**config.mk**
```make
export PLATFORM = sky130hd
export DESIGN_NAME = rename_regfile
export DESIGN_NICKNAME = d
export VERILOG_FILES = /design/src/rtl/rename_regfile.sv
export SDC_FILE = /design/constraint.sdc
export NUM_CORES = 2
export LEC_CHECK = 0
export ABC_CLOCK_PERIOD_IN_PS = 4400
export CAP_MARGIN = 20
export CORE_UTILIZATION = 50
export DETAILED_ROUTE_END_ITERATION = 12
export PLACE_DENSITY = 0.68
export SLEW_MARGIN = 20
export SYNTH_ARGS = -nofsm -noshare
export SYNTH_HDL_FRONTEND = slang
export SYNTH_SLANG_ARGS = --single-unit
```
**constraint.sdc**
```tcl
create_clock -name clk_in -period 4.4 [get_ports clk_in]
set_clock_uncertainty 0.15 [all_clocks]
set_input_delay 0.88 -clock clk_in [delete_from_list [all_inputs] [get_ports clk_in]]
set_output_delay 0.88 -clock clk_in [all_outputs]
set_load 0.1 [all_outputs]
```
**src/rtl/rename_regfile.sv**
```systemverilog
// Architectural register file with per-register rename tags (ROB id of newest producer).
// Optional same-cycle commit forwarding on the read ports is enabled by defining RF_BYPASS_EN.
module rename_regfile #(
  parameter int ROB_IDX_W = 4,
  parameter int XLEN      = 32
) (
  input  logic                 clk_in,
  input  logic                 rst_n_in,
  input  logic                 rdy_in,
  input  logic                 issue_req_in,
  input  logic [4:0]           issue_rd_in,
  input  logic [ROB_IDX_W-1:0] issue_rob_id_in,
  input  logic [4:0]           rs1_in,
  input  logic [4:0]           rs2_in,
  output logic [XLEN-1:0]      rs1_val_out,
  output logic                 rs1_busy_out,
  output logic [ROB_IDX_W-1:0] rs1_tag_out,
  output logic [XLEN-1:0]      rs2_val_out,
  output logic                 rs2_busy_out,
  output logic [ROB_IDX_W-1:0] rs2_tag_out,
  input  logic [4:0]           commit_rd_in,
  input  logic [XLEN-1:0]      commit_val_in,
  input  logic [ROB_IDX_W-1:0] commit_rob_id_in,
  input  logic                 clear_in
);

  logic [XLEN-1:0]      val_q  [32];
  logic                 busy_q [32];
  logic [ROB_IDX_W-1:0] tag_q  [32];

  logic commit_en;
  logic commit_release;
  logic issue_en;

  assign commit_en      = (commit_rd_in != 5'd0);
  assign commit_release = commit_en && busy_q[commit_rd_in] &&
                          (tag_q[commit_rd_in] == commit_rob_id_in);
  assign issue_en       = issue_req_in && (issue_rd_in != 5'd0) && !clear_in;

  // Later non-blocking writes win, so a same-cycle rename overrides the commit release.
  always_ff @(posedge clk_in or negedge rst_n_in) begin
    if (!rst_n_in) begin
      for (int i = 0; i < 32; i++) begin
        val_q[i]  <= '0;
        busy_q[i] <= 1'b0;
        tag_q[i]  <= '0;
      end
    end else if (rdy_in) begin
      if (commit_en) begin
        val_q[commit_rd_in] <= commit_val_in;
        if (commit_release) busy_q[commit_rd_in] <= 1'b0;
      end
      if (clear_in) begin
        for (int i = 0; i < 32; i++) busy_q[i] <= 1'b0;
      end else if (issue_en) begin
        busy_q[issue_rd_in] <= 1'b1;
        tag_q[issue_rd_in]  <= issue_rob_id_in;
      end
    end
  end

`ifdef RF_BYPASS_EN
  function automatic logic fwd_hit(input logic [4:0] rs);
    return (rs != 5'd0) && (commit_rd_in == rs) && busy_q[rs] &&
           (tag_q[rs] == commit_rob_id_in);
  endfunction
`endif

  always_comb begin
    rs1_val_out  = val_q[rs1_in];
    rs1_busy_out = busy_q[rs1_in];
    rs1_tag_out  = tag_q[rs1_in];
    rs2_val_out  = val_q[rs2_in];
    rs2_busy_out = busy_q[rs2_in];
    rs2_tag_out  = tag_q[rs2_in];
`ifdef RF_BYPASS_EN
    if (fwd_hit(rs1_in)) begin
      rs1_busy_out = 1'b0;
      rs1_val_out  = commit_val_in;
    end
    if (fwd_hit(rs2_in)) begin
      rs2_busy_out = 1'b0;
      rs2_val_out  = commit_val_in;
    end
`endif
  end

endmodule

```
==> reports/results.txt <==
The flow ran to the end, and the final reports show no timing, DRC or antenna violations. After global routing the overflow that remains totals 0. The routed design could run at a clock period as short as 4.18 ns. Counting tap cells, the placed design contains a total of 5551 instances.

Count of buffers added by post-CTS timing repair for setup: 0. STA puts the critical path data required time at 3.37 ns. The leakage power total was 31.5 nW. The share of post-route cells with drive strength above 1 is 60.3%, and the fraction of synthesized cell area taken by the top area cell type is 46.2%. The highest cell delay on the worst timing path is 0.51 ns. For the count of non-filler cells in the finished layout, the log shows 5789.

TritonCTS built the clock tree. By instance count, the cell type seen most on the critical path is sky130_fd_sc_hd__buf_12. The logs give 0.245 ns for the minimum hold slack and 0 for the synthesis warning total.

The logs give 1184 for the clock net sink count and 1 for the hold-fix buffer count after cts. The final worst setup slack came out at 0.221 ns. Final net count: 4092.

The depth of the worst register-to-register path came out at 8. The run gives 50.4% as the initial core utilization. The detailed router placed 39300 vias in this run. Flip-flop and latch count after synthesis: 1184. For this block, the routed nets add up to 186000 um of wire.

After clock tree synthesis, the repair step resized 0 gates. The slowest stage of the critical path belongs to the cell sky130_fd_sc_hd__mux4_2. The first-pass GRT wire length was 279000 um; the clock-pin slew of the registers on the worst-case setup and hold paths was 0.05 ns. In the routed layout, each cell is associated on average with a via count of 6.78. The die is 360 um tall. Synthesis instantiated 53 different standard cells from the library. At the worst endpoint, the arrival time is 3.15 ns.

Traced cell by cell, the critical path runs through buf_8, buf_12, buf_12, mux4_2, mux4_2, mux2_2, buf_12. Clock latency on the worst-skew pair, taken at its later pin, is 0.76 ns. Counting flops with an async set or reset pin after synthesis yields a share of 100%. Counting the buffers created by CTS gives 135. VDD sags by at most 0.435 mV. Netlist area before placement: 0.0642 sq mm. The sequential fraction of the synthesis area was 46.2%; the count of nets left with antenna violations after detail routing was 0.

For this run, the share of the core covered by cells in the final layout is 58.2%. The die covers 0.130 sq mm. In this run the power density over the cells is 463 mW/mm^2. The worst min-delay path category is reg2reg. STA classifies the critical path endpoint as an output port. The number of endpoints with negative hold slack in the final report was 0.

Sorting the synthesized cells by area gives the leading types as sky130_fd_sc_hd__dfrtp_1, sky130_fd_sc_hd__mux4_2, sky130_fd_sc_hd__mux2_2. The synthesized design contains 0 enable-type register cells. The run gives 131 as the number of placement rows.

In this run, the number of DRC markers left after iteration 0 of detailed routing was 3817. The cell sitting at the root of the clock tree is a sky130_fd_sc_hd__clkbuf_16. For the final routed database, the setup TNS stands at 0 ns. Setup repair after global routing left no endpoint under its margin. The first detailed-routing pass took 5 iterations.

The library cell used most frequently in the layout, excluding fill and tap cells, is sky130_fd_sc_hd__dfrtp_1. The cell count after synthesis came out at 3990. Timing analysis after detailed placement gives a worst setup slack of 0.199 ns.

In the global route stage, overall resource usage came out at 29.3%. In this run the count of I/O pins placed on the die edge is 139. The area added between synthesis and finish came out at 15.5%. The count of maximum capacitance violations was 0. Leaving out fill and tap cells, the most frequent cells in the layout are sky130_fd_sc_hd__dfrtp_1, sky130_fd_sc_hd__mux2_2, sky130_fd_sc_hd__mux4_2.

The DRC violation count after routing is 0. The tools report the count of final max-slew check failures as 0. Routability-driven placement finished with a final weighted congestion of 0.861. Counting instances, the worst hold path has a depth of 0. The share of the clock period used by the worst path is 95.0%. Among all flip-flop cells after synthesis, the most frequent one is sky130_fd_sc_hd__dfrtp_1. The tools report the floorplan core area as 0.127 sq mm.

In this run the worst path has a maximum fanout of 25. STA classifies the critical path startpoint as an input pin. Port buffering added 138 buffers.

The longest clock path from root to sink contains 3 buffers. For the initial antenna violation count, the log shows 2. The transition time at the pin with the least slew margin was 1.17 ns. Static timing analysis puts the maximum clock frequency at 0.239 GHz. The via count of the first global-routing pass was 40500; the maximum number of pins on one net before global-route repair was 167.

The half-perimeter wire length after placement is 109000 um. The dominant cell type by area after synthesis was sky130_fd_sc_hd__dfrtp_1. The final routed wire length divided by cell count was 32.1 um; the post-synthesis net count was 4055. The run gives 0 as the number of setup violations in the final report. The post-synthesis area per instance was 16.1 sq um; the number of H-tree branching levels was 4. The headroom to the max-slew limit came out at 21.7%.

From left edge to right edge, the die measures 360 um. The critical path is of the in2out type.
final timing paths:
check,slack [ns],to,from
worst min-delay path,0.24,val_q[1006],val_q[1006]
max in group asynchronous,2.29,val_q[807],rst_n_in
worst max-delay path,0.22,rs2_busy_out,rs2_in[0]
worst max register to register,1.41,busy_q[0],tag_q[86]
worst min register to register,0.24,val_q[1006],val_q[1006]
min in group asynchronous,0.51,tag_q[63],rst_n_in
layout make-up:
type,instances,area (sq um)
Fill cell,9580,53200
Multi-Input combinational cell,2323,32900
Sequential cell,1184,29600
Timing Repair Buffer,354,4880
Clock buffer,191,3970
Tap cell,1662,2080
Clock inverter,45,606
Inverter,29,109
Antenna cell,1,2.50
cell usage after synthesis, types with 15 or more instances:
master	instances
sky130_fd_sc_hd__inv_1	29
sky130_fd_sc_hd__buf_1	84
sky130_fd_sc_hd__buf_2	33
sky130_fd_sc_hd__nor3_1	15
sky130_fd_sc_hd__mux4_2	768
sky130_fd_sc_hd__a21oi_1	33
sky130_fd_sc_hd__mux2_2	1158
sky130_fd_sc_hd__clkbuf_1	331
sky130_fd_sc_hd__a21o_1	16
sky130_fd_sc_hd__dfrtp_1	1184
sky130_fd_sc_hd__nand2_1	122
sky130_fd_sc_hd__nand3_1	15
sky130_fd_sc_hd__mux2i_1	23
sky130_fd_sc_hd__a31oi_1	18
sky130_fd_sc_hd__nor2_1	45
through the flow:
step                total power, mW  instance area [sq um]
floorplan                      20.1                  64200
global placement               22.6                  69600
detailed placement             22.8                  69600
CTS                            34.5                  74100
global route                   35.6                  74100
finish                         34.3                  74100
worst max-delay path, delay by kind of cell:
family / cells / cell delay, ns
buf+inv: 4 / 0.84
mux: 3 / 1.37
logic make-up after synthesis:
logic type | share of synthesized area [%]
multiplexers | 47.6
AND/OR/NAND/NOR | 1.75
buffers and inverters | 2.97
XOR/XNOR | 0.0390
AO/OA/AOI/OAI | 1.41
flip-flops | 46.2
state kept, by name, indices dropped and copies added, names as in the netlist:
register,count
val_q,1024
busy_q,32
tag_q,128
power breakdown:
group	internal, mW	switching, mW	total (mW)
combinational	4.71	3.75	8.46
clock	6.99	4.66	11.6
sequential	12.8	1.41	14.2
total	24.5	9.83	34.3
layer usage:
metal | track usage (%) | up-vias | share of wire, %
li1 | - | 15700 | -
met1 | 42.5 | 21500 | 42
met2 | 45.6 | 1739 | 47
met5 | 0 | - | 0.0092
met3 | 4.94 | 327 | 7.5
met4 | 8.82 | 2 | 3.0
(Power assumes the default switching activity.)
